==> config.mk <==
export PLATFORM = sky130hd
export DESIGN_NAME = scu_dsp_dma_ctrl_flat
export DESIGN_NICKNAME = d
export VERILOG_FILES = /design/src/rtl/scu_dsp_dma_ctrl_if.sv /design/src/rtl/scu_dsp_dma_ctrl.sv /design/src/flat_wrapper.sv
export SDC_FILE = /design/constraint.sdc
export NUM_CORES = 1
export LEC_CHECK = 0
export CAP_MARGIN = 20
export CORE_ASPECT_RATIO = 1.75
export CORE_MARGIN = 2
export CORE_UTILIZATION = 51
export DETAILED_ROUTE_END_ITERATION = 8
export GPL_TIMING_DRIVEN = 0
export MAX_ROUTING_LAYER = met4
export PLACE_DENSITY = 0.9
export SLEW_MARGIN = 15
export SYNTH_ARGS = -nofsm -noshare
export SYNTH_HDL_FRONTEND = slang
export SYNTH_SLANG_ARGS = --single-unit
==> constraint.sdc <==
create_clock -name clk -period 3 [get_ports clk]
set_clock_uncertainty 0.2 [all_clocks]
set_input_delay 0.6 -clock clk [delete_from_list [all_inputs] [get_ports clk]]
set_output_delay 0.6 -clock clk [all_outputs]
set_load 0.1 [all_outputs]
==> src/rtl/scu_dsp_dma_ctrl_if.sv <==
// rtl/scu_dsp_dma_ctrl_if.sv - external word-bus interface between the DSP DMA engine and the bus fabric
interface scu_dsp_dma_ctrl_if #(
  parameter int ADDR_W = 25
);
  logic [ADDR_W+1:0] bus_a;
  logic [31:0]       bus_do;
  logic [31:0]       bus_di;
  logic              bus_we;
  logic              bus_req;
  logic              bus_ack;

  modport master (
    output bus_a, bus_do, bus_we, bus_req,
    input  bus_di, bus_ack
  );

  modport slave (
    input  bus_a, bus_do, bus_we, bus_req,
    output bus_di, bus_ack
  );
endinterface

==> src/rtl/scu_dsp_dma_ctrl.sv <==
// rtl/scu_dsp_dma_ctrl.sv - SCU DSP bus-side DMA engine
// Owns RA0/WA0, the transfer address counter and the bus-timeout watchdog.
module scu_dsp_dma_ctrl #(
  parameter int ADDR_W = 25,
  parameter int TO_CYC = 255
) (
  input  logic        clk,
  input  logic        rst_n,
  input  logic        ce,
  input  logic [31:0] dso,
  input  logic        ra0w,
  input  logic        wa0w,
  input  logic        dmaw,
  input  logic        dma_req,
  input  logic        dma_run,
  input  logic        dma_last,
  input  logic        dma_we,
  input  logic [31:0] dma_do,
  output logic [31:0] dma_di,
  output logic        dma_ack,
  output logic        dma_end,
  output logic        err,
  scu_dsp_dma_ctrl_if.master bus
);

  localparam int TO_W = $clog2(TO_CYC + 1);

  typedef enum logic [2:0] {S_IDLE, S_START, S_BUS, S_ACK, S_GAP, S_END} state_t;

  state_t            state;
  logic [ADDR_W-1:0] ra0;
  logic [ADDR_W-1:0] wa0;
  logic [ADDR_W-1:0] cnt;
  logic [2:0]        add_r;
  logic              hold_r;
  logic [2:0]        add_a;
  logic              hold_a;
  logic              dir;
  logic              lastf;
  logic              gap_armed;
  logic [TO_W-1:0]   to_cnt;
  logic [ADDR_W+1:0] bus_a_r;
  logic [31:0]       bus_do_r;
  logic              bus_we_r;
  logic              bus_req_r;
  logic [ADDR_W-1:0] inc;
  logic [ADDR_W-1:0] start_addr;
  logic              unused_dso;

  assign inc        = (add_a == 3'd0) ? '0 : (ADDR_W'(1) << (add_a - 3'd1));
  assign start_addr = dma_we ? wa0 : ra0;
  assign unused_dso = ^dso[31:ADDR_W];

  assign bus.bus_a   = bus_a_r;
  assign bus.bus_do  = bus_do_r;
  assign bus.bus_we  = bus_we_r;
  assign bus.bus_req = bus_req_r;

  always_ff @(posedge clk or negedge rst_n) begin
    if (!rst_n) begin
      state     <= S_IDLE;
      ra0       <= '0;
      wa0       <= '0;
      cnt       <= '0;
      add_r     <= '0;
      hold_r    <= 1'b0;
      add_a     <= '0;
      hold_a    <= 1'b0;
      dir       <= 1'b0;
      lastf     <= 1'b0;
      gap_armed <= 1'b0;
      to_cnt    <= '0;
      bus_a_r   <= '0;
      bus_do_r  <= '0;
      bus_we_r  <= 1'b0;
      bus_req_r <= 1'b0;
      dma_di    <= '0;
      dma_ack   <= 1'b0;
      dma_end   <= 1'b0;
      err       <= 1'b0;
    end else if (ce) begin
      if (dmaw) begin
        add_r  <= dso[17:15];
        hold_r <= dso[14];
      end

      case (state)
        S_IDLE: begin
          if (dma_run && dma_req) state <= S_START;
        end

        // The active transfer runs on its own copy of ADD/HOLD.
        S_START: begin
          cnt    <= start_addr;
          dir    <= dma_we;
          err    <= 1'b0;
          to_cnt <= '0;
          add_a  <= add_r;
          hold_a <= hold_r;
          if (!dma_run) begin
            dma_end <= 1'b1;
            state   <= S_END;
          end else begin
            bus_req_r <= 1'b1;
            bus_we_r  <= dma_we;
            bus_a_r   <= {start_addr, 2'b00};
            bus_do_r  <= dma_do;
            state     <= S_BUS;
          end
        end

        S_BUS: begin
          if (bus.bus_ack) begin
            if (!dir) dma_di <= bus.bus_di;
            cnt       <= cnt + inc;
            lastf     <= dma_last;
            bus_req_r <= 1'b0;
            bus_we_r  <= 1'b0;
            dma_ack   <= 1'b1;
            state     <= S_ACK;
          end else if (to_cnt == TO_W'(TO_CYC - 1)) begin
            bus_req_r <= 1'b0;
            bus_we_r  <= 1'b0;
            err       <= 1'b1;
            dma_end   <= 1'b1;
            state     <= S_END;
          end else begin
            to_cnt <= to_cnt + 1'b1;
          end
        end

        S_ACK: begin
          dma_ack <= 1'b0;
          if (lastf || !dma_run) begin
            dma_end <= 1'b1;
            state   <= S_END;
          end else begin
            gap_armed <= 1'b0;
            state     <= S_GAP;
          end
        end

        // First GAP cycle ignores DMA_REQ so a request still high from the
        // previous word cannot start a second bus cycle.
        S_GAP: begin
          gap_armed <= 1'b1;
          if (!dma_run) begin
            dma_end <= 1'b1;
            state   <= S_END;
          end else if (gap_armed && dma_req) begin
            bus_req_r <= 1'b1;
            bus_we_r  <= dir;
            bus_a_r   <= {cnt, 2'b00};
            bus_do_r  <= dma_do;
            to_cnt    <= '0;
            state     <= S_BUS;
          end
        end

        S_END: begin
          dma_end <= 1'b0;
          state   <= S_IDLE;
        end

        default: state <= S_IDLE;
      endcase

      if (state == S_END && !hold_a) begin
        if (dir) wa0 <= cnt;
        else     ra0 <= cnt;
      end
      if (ra0w) ra0 <= dso[ADDR_W-1:0];
      if (wa0w) wa0 <= dso[ADDR_W-1:0];
    end
  end

endmodule
==> src/flat_wrapper.sv <==
// flat-port wrapper written by rule: the top's interface ports become plain ports
module scu_dsp_dma_ctrl_flat 
#(
  parameter int ADDR_W = 25,
  parameter int TO_CYC = 255
)
  (clk, rst_n, ce, dso, ra0w, wa0w, dmaw, dma_req, dma_run, dma_last, dma_we, dma_do, dma_di, dma_ack, dma_end, err, bus_bus_a, bus_bus_do, bus_bus_we, bus_bus_req, bus_bus_di, bus_bus_ack);
  scu_dsp_dma_ctrl_if #(.ADDR_W(ADDR_W)) bus_i ();
  input  logic clk;
  input  logic rst_n;
  input  logic ce;
  input  logic [31:0] dso;
  input  logic ra0w;
  input  logic wa0w;
  input  logic dmaw;
  input  logic dma_req;
  input  logic dma_run;
  input  logic dma_last;
  input  logic dma_we;
  input  logic [31:0] dma_do;
  output logic [31:0] dma_di;
  output logic dma_ack;
  output logic dma_end;
  output logic err;
  output wire logic [$bits(bus_i.bus_a)-1:0] bus_bus_a;
  output wire logic [$bits(bus_i.bus_do)-1:0] bus_bus_do;
  output wire logic [$bits(bus_i.bus_we)-1:0] bus_bus_we;
  output wire logic [$bits(bus_i.bus_req)-1:0] bus_bus_req;
  input wire logic [$bits(bus_i.bus_di)-1:0] bus_bus_di;
  input wire logic [$bits(bus_i.bus_ack)-1:0] bus_bus_ack;
  assign bus_bus_a = bus_i.bus_a;
  assign bus_bus_do = bus_i.bus_do;
  assign bus_bus_we = bus_i.bus_we;
  assign bus_bus_req = bus_i.bus_req;
  assign bus_i.bus_di = bus_bus_di;
  assign bus_i.bus_ack = bus_bus_ack;
  scu_dsp_dma_ctrl #(.ADDR_W(ADDR_W), .TO_CYC(TO_CYC)) u_core (.clk(clk), .rst_n(rst_n), .ce(ce), .dso(dso), .ra0w(ra0w), .wa0w(wa0w), .dmaw(dmaw), .dma_req(dma_req), .dma_run(dma_run), .dma_last(dma_last), .dma_we(dma_we), .dma_do(dma_do), .dma_di(dma_di), .dma_ack(dma_ack), .dma_end(dma_end), .err(err), .bus(bus_i));
endmodule
==> flow_summary.toml, run 1 <==
[logic_synthesis]
seq_area_frac_synth_pct = 51.25
netlist_area_sq_um = 9325
ys.flop_type = "dfrtp_1"
synth-seq-cells = 191
async_reset_ff_share_pct = 100.0
synth_edf_count = 0
ys.warnings.count = 0
ys_types = 59
syn_inst = 882
avgSynthCellArea_sq_um = 10.57

[grt]
grt.overflow.total = 0
track_usage_pct = 30.33
grt_max_degree = 106
grt_pass1_wl_um = 43740
grt_pass1_vias = 8176
antenna_found_initial = 0

[run_status]
status = "completed"

[clock_network]
clk_pin_slew_worst_paths_ns = 0.07
cts.path.max_buffers = 2
clock-sinks = 191
htreeDepth = 4
insertion_delay_ns = 0.44
cts_buffers = 17
cts_tree = "yes"
postCtsSetupBuffers = 0
clockRootBuffer = "clkbuf_16"

[timing]
relSlewSlack_pct = 30.56
fmax_ghz = 0.3350
whs_ns = 0.2809
fin_tns_setup_ns = 0
setup_viol = 0
hold_violations = 0
tightest_slew_ns = 1.038
rsz0062_at_grt = "yes"
period_share_pct = 99.51
maxSlewViolCount = 0
period_needed_ns = 2.985

[worst_setup_path]
rrSetupSlack_ns = 0.02
critical_path_class = "in2reg"
cp.arrival_ns = 3.10
worst-path-buf-inv = 2
cp_top_family = "simple AND/OR/NAND/NOR gates"
crit_required_ns = 3.12
startpoint_type = "primary input"
end_kind = "flop"
max_stage_delay_ns = 0.62
cp_max_fo = 10
path_cells = "clkdlybuf4s50_1 -> and3b_1 -> a21oi_1 -> or3b_1 -> clkbuf_1 -> nor2_2 -> mux2_2"
crit_slowest_cell = "clkdlybuf4s50_1"

[power_and_ir_drop]
leakage_uw = 0.005416
power.density_nw_per_um2 = 1268
ir_worst_vdd_uv = 790.0

[flow_run]
cap_violations = 0

[drt]
routedWlPerCell_um = 21.22
postRouteAntennaNets = 0
drc = 0
first_pass_iters = 6
wl_um = 28450
vias_per_cell = 6.016
num_vias = 8067
drtIter0Drc = 727

[floorplanning]
die-area_sq_um = 19420
io_pins = 203
start_util_pct = 51.88
die_y_um = 182.9
core_area_sq_um = 17970
die_x_um = 106.2
rows = 65

[placed_design]
hpwlAfterDp_um = 20620
finalWeightedCongestion = 0.9399
port_buffers = 189

[cells_and_area]
syn_to_final_growth_pct = 30.89
nets = 1212
fillers = 1325
drive_above_1_share_pct = 12.21

[hold_path]
worstHoldPathType = "reg2reg"
[cell type report]
type | count | area, sq um | share of cell area (%)
buffer | 62 | 282.8 | 2.317
multi-input combinational | 625 | 4299 | 35.22
tap | 234 | 292.8 | 2.399
clock inverter | 13 | 152.6 | 1.251
inverter | 6 | 22.52 | 0.1845
clock buffer | 18 | 439.2 | 3.598
antenna | 1 | 2.502 | 0.02050
sequential | 191 | 4780 | 39.16
timing repair buffer | 191 | 1934 | 15.85
[metal layers]
layer | up-vias | track usage (%) | part of all wire (%)
li1 | 3565 | - | -
met1 | 3890 | 32.10 | 35
met2 | 455 | 51.77 | 51
met3 | 157 | 5.224 | 6.1
met4 | 0 | 19.58 | 7.6
met5 | - | - | 0
[kinds of logic after synthesis]
| logic type | after synthesis | synth area share [%] |
|---|---|---|
| xor+xnor | 12 | 1.127 |
| flops | 191 | 51.25 |
| buf+inv | 68 | 3.220 |
| compound gates | 215 | 13.04 |
| other cells | 1 | 0.04021 |
| simple gates | 233 | 11.32 |
| mux | 151 | 18.44 |
| fa+ha+maj | 11 | 1.556 |
[synth_stat cells (2+ instances only)]
master | n | area share [%]
dfrtp_1 | 191 | 51
mux2_4 | 30 | 4.8
a22oi_1 | 2 | 0.16
xnor2_1 | 9 | 0.85
and4_1 | 4 | 0.38
nand2_1 | 90 | 3.6
buf_2 | 6 | 0.32
mux2_2 | 46 | 5.6
and2_1 | 2 | 0.13
a31oi_1 | 9 | 0.60
nand4_1 | 5 | 0.34
o21a_1 | 2 | 0.16
clkbuf_1 | 44 | 1.8
a2bb2oi_1 | 2 | 0.19
nor2_1 | 75 | 3.0
buf_1 | 6 | 0.24
mux2i_1 | 75 | 8.1
buf_6 | 4 | 0.48
or3_1 | 4 | 0.27
a211oi_1 | 5 | 0.40
nor3_1 | 15 | 0.81
buf_4 | 2 | 0.16
o31a_1 | 3 | 0.28
and3_1 | 7 | 0.47
nor4_1 | 3 | 0.20
and3b_1 | 3 | 0.28
o21ai_0 | 79 | 4.2
inv_1 | 5 | 0.20
nor2b_1 | 4 | 0.27
a41oi_1 | 2 | 0.19
o211ai_1 | 2 | 0.16
ha_1 | 10 | 1.3
a21o_1 | 3 | 0.24
a22o_1 | 2 | 0.19
a21oi_1 | 86 | 4.6
xor2_1 | 3 | 0.28
nand3_1 | 6 | 0.32
or2_2 | 2 | 0.13
a311oi_1 | 8 | 0.75
nor3b_1 | 7 | 0.56
[tightest hold or removal path: cells and delay by family (launching register included)]
kind             cells  cell delay [ns]
AND/OR/NAND/NOR      1             0.04
flip-flops           1             0.34
AO/OA/AOI/OAI        1             0.06
[sequential cells by signal, summed over array words and instances, names as in the netlist, 3 cells and up]
signal	flops
u_core.to_cnt	8
u_core.add_r	3
u_core.state	3
u_core.cnt	25
u_core.bus.bus_do	32
u_core.add_a	3
u_core.ra0	25
u_core.dma_di	32
u_core.wa0	25
u_core.bus.bus_a	25
[path summary, 6_finish.rpt]
path	to	startpoint	cells after the start
worst max register to register	u_core.cnt[24]	u_core.add_a[0]	8
worst max-delay path	u_core.hold_a	bus_bus_ack	7
min in group asynchronous	u_core.add_a[1]	rst_n	2
max in group asynchronous	u_core.bus.bus_do[8]	rst_n	3
worst min-delay path	u_core.ra0[20]	u_core.ra0[20]	2
worst min register to register	u_core.ra0[20]	u_core.ra0[20]	2
[per-stage QoR]
| stage | worst slack [ns] | total power, uW | utilization (%) | cell area, sq um | std cells |
|---|---|---|---|---|---|
| 6_report | 0.01483 | 15480 | 67.91 | 12210 | 1341 |
| 3_3_place_gp | -6.648 | 12780 | 64.08 | 11520 | 1307 |
| 5_1_grt | -0.1459 | 16070 | 67.89 | 12200 | 1340 |
| 2_1_floorplan | 0.3633 | 10620 | - | 9333 | 884 |
| 4_1_cts | 0.002488 | 15380 | 67.70 | 12170 | 1340 |
| 3_5_place_dp | -0.3693 | 13000 | 64.26 | 11550 | 1308 |
[what timing repair did]
action / in CTS / in global routing
hold buffers: 1 / 0
pin swaps: 0 / 0
hold endpoints to repair: 46 / 0
gates resized for setup: 3 / 12
setup endpoints to repair: 12 / 17
[cell usage in the layout, fill, tap and decap left out, drive strengths merged, types with 5 or more instances in the layout]
master,synthesis,routed
buf,18,20
ha,10,10
nor3b,7,7
nor2,76,76
and3,7,7
a31oi,9,9
nand3,6,6
xnor2,9,9
inv,6,12
mux2,76,76
o21ai,80,80
clkbuf,44,62
nor3,15,15
a211oi,5,5
mux2i,75,75
nand2,90,90
dfrtp,191,191
a311oi,8,8
a21oi,86,86
nand4,5,5
clkdlybuf4s50,0,188
[power breakdown]
group | internal (uW) | switching [uW]
Clock | 1270 | 1040
Combinational | 2410 | 6310
Sequential | 3600 | 841
Power figures use the tool's default switching activity.
==> run 2, diff against run 1 <==
CORE_MARGIN = 3   (was 2)
==> run 2 against run 1 <==
Effect of this change: fmax increased by 3.9%; via count decreased by 0.68%; first-iteration DRC count grew 23%; largest cell class unchanged; utilization is 1.1 points higher; clock-buffer cell count grew 2; flip-flop and latch count is the same; die area rose by 3.0%; worst setup slack better by 0.11 ns; design area hardly changed; final cell count is 0.22% lower; non-clock buffer count stayed put; largest power group unchanged; sequential power barely moved; highest routed layer unchanged.
==> flow_summary.toml, run 2 (synthesis gave the netlist of run 1 again) <==
[cells_and_area]
multi_input_area_sq_um = 4307
fillers = 1295
antennaDiodeCount = 0
finalInstanceArea_sq_um = 12210
syn_to_final_growth_pct = 30.93
final_common_cell = "dfrtp_1"
regArea_sq_um = 4782
drive_above_1_share_pct = 12.65
layout_common_cells = "dfrtp_1, clkdlybuf4s50_1, nand2_1, a21oi_1, o21ai_0"
nets = 1212
final_cells = 1338

[hold_path]
worstHoldPathType = "reg2reg"
hold-path-cell-count = 2
hold_start = "u_core.bus.bus_we"
hold-path-endpoint = "u_core.bus.bus_we"

[placed_design]
post-place-ws_ns = -0.4032
place_inst = 1305
placed_cell_area_sq_um = 11550
port_buffers = 189
hpwlAfterDp_um = 19650
finalWeightedCongestion = 0.9562

[floorplanning]
start_util_pct = 52.69
core_area_sq_um = 17700
die_x_um = 108.2
die-area_sq_um = 20010
io_pins = 203
die_y_um = 184.9
rows = 64

[worst_setup_path]
rr_startpoint = "u_core.add_a[0]"
critical_path_class = "in2reg"
startpoint_type = "primary input"
end_kind = "flop"
crit_slowest_cell = "clkdlybuf4s50_1"
cp.arrival_ns = 2.99
rrSetupSlack_ns = 0.16
cp_max_fo = 10
path_cells = "clkdlybuf4s50_1 -> and3b_1 -> a21oi_1 -> or3b_1 -> nor2_1 -> clkbuf_1 -> mux2_2"
worst_r2r_endpoint = "u_core.cnt[18]"
crit_required_ns = 3.12
max_stage_delay_ns = 0.64
worstRegToRegCells = 8

[timing]
fmax_ghz = 0.3480
period_needed_ns = 2.874
maxSlewViolCount = 0
rsz0062_at_grt = "no"
tightest_slew_ns = 1.051
period_share_pct = 95.80
hold_violations = 0
worst_slack_ns = 0.1261
relSlewSlack_pct = 29.75
setup_viol = 0
whs_ns = 0.2780

[drt]
first_pass_iters = 5
num_vias = 8012
routedWlPerCell_um = 20.46
wl_um = 27370
drc = 0
drtIter0Drc = 891
vias_per_cell = 5.988
postRouteAntennaNets = 0

[power_and_ir_drop]
total_power_uw = 15310
leakage_uw = 0.005407
power.density_nw_per_um2 = 1254
ir_worst_vdd_uv = 836.9

[run_status]
status = "completed"

[clock_network]
clk_pin_slew_worst_paths_ns = 0.07
cts_tree = "yes"
clockRootBuffer = "clkbuf_16"
insertion_delay_ns = 0.44
cts.path.max_buffers = 2
htreeDepth = 4
cts_buffers = 17
clock-sinks = 191

[flow_run]
cap_violations = 0

[grt]
antenna_found_initial = 0
track_usage_pct = 28.19
grt_max_degree = 106
grt_pass1_wl_um = 42540
grt.overflow.total = 0
grt_pass1_vias = 8281
==> run 2: how the worst max path moves through the flow <==
stage | startpoint | end | slack (ns) | cells after the start
2_1_floorplan | u_core.add_a[0] | u_core.cnt[18] | 0.36 | 8
3_3_place_gp | rst_n | u_core.bus.bus_do[18] | -6.70 | 1
3_5_place_dp | bus_bus_ack | u_core.cnt[5] | -0.40 | 8
4_1_cts | u_core.add_a[0] | u_core.cnt[18] | 0.01 | 8
5_1_grt | u_core.add_a[1] | u_core.cnt[19] | 0.01 | 9
6_report | bus_bus_ack | u_core.lastf | 0.13 | 7
==> run 2: where the power goes <==
group | switching [uW] | internal (uW) | total [uW] | leakage, uW
logic | 6210 | 2410 | 8630 | 0.00277
registers | 802 | 3610 | 4410 | 0.00236
clock network | 1040 | 1230 | 2270 | 0.000283
==> run 2: final cells by class <==
type / instances / share of cell area (%)
multi-input cells: 625 / 35.27
well taps: 231 / 2.367
inverters: 6 / 0.1845
clock buffers: 20 / 3.823
clock inverters: 12 / 1.015
repair buffers: 191 / 15.84
plain buffers: 62 / 2.326
flip-flops and latches: 191 / 39.17
==> run 2: critical path, delay by kind of cell <==
| kind | cells | cell delay [ns] |
|---|---|---|
| buf+inv | 2 | 1.17 |
| simple gates | 3 | 0.76 |
| mux | 1 | 0.40 |
| compound gates | 1 | 0.06 |
==> run 2: repair_timing <==
| action | in CTS | in global routing |
|---|---|---|
| hold buffers | 1 | 0 |
| gates cloned | 0 | 0 |
| gates resized for setup | 3 | 17 |
| setup endpoints to repair | 12 | 19 |
| setup buffers | 0 | 0 |
| hold endpoints to repair | 14 | 0 |
==> run 2: per-layer routing <==
metal  global-route usage (%)  wire length [um]
met1                    28.93              9079
met2                    49.18             14480
met3                    4.779              2214
met4                    17.90              1600
met5                        -                 0
==> run 2: per-stage QoR <==
step           utilization, %  setup TNS [ns]
2_1_floorplan               -               0
3_3_place_gp            65.06        -1287.20
3_5_place_dp            65.24          -14.16
4_1_cts                 68.72               0
5_1_grt                 68.99               0
6_report                68.99               0
==> run 3, diff against run 2 <==
REMOVE_ABC_BUFFERS = 1   (was unset)
SLEW_MARGIN = unset   (was 15)
==> run 3 against run 2 <==
Effect of this change: critical path depth stayed put; worst setup slack worse by 0.019 ns; the run now ends with DRC left; total power decreased by 1.6%; critical path type is now reg2reg.
==> flow_summary.toml, run 3 (synthesis gave the netlist of run 1 again) <==
[floorplanning]
start_util_pct = 52.69
rows = 64
die_x_um = 108.2
core_area_sq_um = 17700
io_pins = 203
die_y_um = 184.9
die-area_sq_um = 20010

[placed_design]
place_inst = 1260
finalWeightedCongestion = 0.8615
hpwlAfterDp_um = 15900
placed_cell_area_sq_um = 11570
port_buffers = 193

[worst_setup_path]
critical_path_class = "reg2reg"
crit_required_ns = 3.12
path_cells = "and3b_1 -> a21oi_1 -> or3b_4 -> buf_16 -> or3_2 -> buf_12 -> mux2_4"
critPathLaunch = "u_core.state[0]"
max_stage_delay_ns = 0.53
cp_max_fo = 30
startpoint_type = "flop"
rr_startpoint = "u_core.state[0]"
crit_slowest_cell = "dfrtp_2"
end_kind = "flop"
cp.arrival_ns = 3.01

[drt]
wl_met2_um = 12660
postRouteAntennaNets = 0
first_pass_iters = 8
wl_um = 23140
met1_length_um = 8576
wl_met3_um = 1178
drtIter0Drc = 617
num_vias = 7423
drc = 1
routedWlPerCell_um = 17.84
top_layer = "met4"
vias_per_cell = 5.723

[cells_and_area]
final_common_cell = "dfrtp_1"
nets = 1171
final_cells = 1297
final_core_util_pct = 69.14
antennaDiodeCount = 0
drive_above_1_share_pct = 13.70
layout_common_cells = "dfrtp_1, clkdlybuf4s50_1, nand2_1, a21oi_1, o21ai_0"
fillers = 1230
finalInstanceArea_sq_um = 12240
syn_to_final_growth_pct = 31.21

[hold_path]
hold_start = "u_core.bus.bus_a[9]"
worstHoldPathType = "reg2reg"

[grt]
grt.overflow.total = 0
antenna_found_initial = 0
track_usage_pct = 24.66
grt_pass1_wl_um = 38120
grt_max_degree = 105
grt_pass1_vias = 7734

[timing]
period_needed_ns = 2.893
fmax_ghz = 0.3456
relSlewSlack_pct = 31.46
whs_ns = 0.2762
setup_viol = 0
period_share_pct = 96.44
rsz0062_at_grt = "no"
maxSlewViolCount = 0
tightest_slew_ns = 1.025
hold_violations = 0

[power_and_ir_drop]
leakage_uw = 0.005435
p_sw_share_pct = 51.39
ir_worst_vdd_uv = 727.4
p_seq_share_pct = 29.7
p_sw_uw = 7740
clkPwrFrac_pct = 14.5
comb_power_share_pct = 55.8
power.density_nw_per_um2 = 1231
p_int_uw = 7321

[clock_network]
cts_tree = "yes"
clk_pin_slew_worst_paths_ns = 0.07
clockRootBuffer = "clkbuf_16"
insertion_delay_ns = 0.44
htreeDepth = 4
cts.path.max_buffers = 2
clock-sinks = 191
cts_buffers = 17

[run_status]
violations = "DRC"
status = "complete, but fails checks"

[flow_run]
cap_violations = 0
## run 3: changes by cell type in the layout (fill, tap and decap cells not counted), moves of 3 or more
| cell | change |
|---|---|
| clkbuf_8 | -3 |
| buf_1 | -6 |
| clkbuf_1 | -33 |
| buf_2 | -3 |
| clkbuf_2 | -5 |
| buf_8 | +4 |
| buf_16 | +4 |
## run 3: area by class of cell
class	count	area, sq um	area share [%]
multi-input cells	625	4348	35.54
clock buffers	23	447.9	3.661
repair buffers	212	2235	18.26
flip-flops and latches	191	4782	39.08
inverters	6	22.52	0.1841
clock inverters	9	111.4	0.9101
well taps	231	289.0	2.362
## run 3: timing repair
item,in CTS,in global routing
hold buffers,1,0
gates resized for setup,9,8
pin swaps,1,1
endpoints found under the hold margin,13,0
buffers inserted,2,1
setup endpoints to repair,75,59
## run 3: power by group through the flow
| stage | sequential [uW] | clock (uW) | combinational [uW] |
|---|---|---|---|
| floorplan | 8180 | 0 | 2330 |
| global placement | 4400 | 0 | 8040 |
| detailed placement | 4480 | 0 | 8290 |
| CTS | 4440 | 2220 | 8380 |
| global route | 4630 | 2340 | 8870 |
| finish | 4470 | 2180 | 8410 |
## run 3: through the flow
stage,total power [uW],TNS (ns),setup WS (ns)
finish,15060,0,0.1067
detailed placement,12770,-43.59,-0.7764
global route,15840,0,0.04695
global placement,12430,-1644.17,-6.771
CTS,15050,0,0.02379
floorplan,10520,-60.18,-0.8953
## run 3: worst max-delay path: cells and delay by family (launching register included)
family | cells | cell delay [ns]
AO/OA/AOI/OAI | 1 | 0.06
multiplexers | 1 | 0.32
buffers and inverters | 2 | 0.40
flip-flops | 1 | 0.53
AND/OR/NAND/NOR | 3 | 1.23
## run 3: path summary, 6_finish.rpt
kind / end / slack (ns) / cells after the start
worst max-delay path: u_core.dma_di[21] / 0.11 / 7
worst min-delay path: u_core.bus.bus_a[9] / 0.28 / 2
worst max register to register: u_core.dma_di[21] / 0.11 / 7
worst min register to register: u_core.bus.bus_a[9] / 0.28 / 2
max in group asynchronous: u_core.bus.bus_a[22] / 1.14 / 3
min in group asynchronous: u_core.to_cnt[5] / 0.52 / 2
## run 3: per-layer routing
layer | global-route usage (%) | vias to the layer above
met5 | - | -
met4 | 10.41 | 0
met3 | 3.837 | 53
met2 | 43.59 | 274
met1 | 27.40 | 3603
li1 | - | 3493
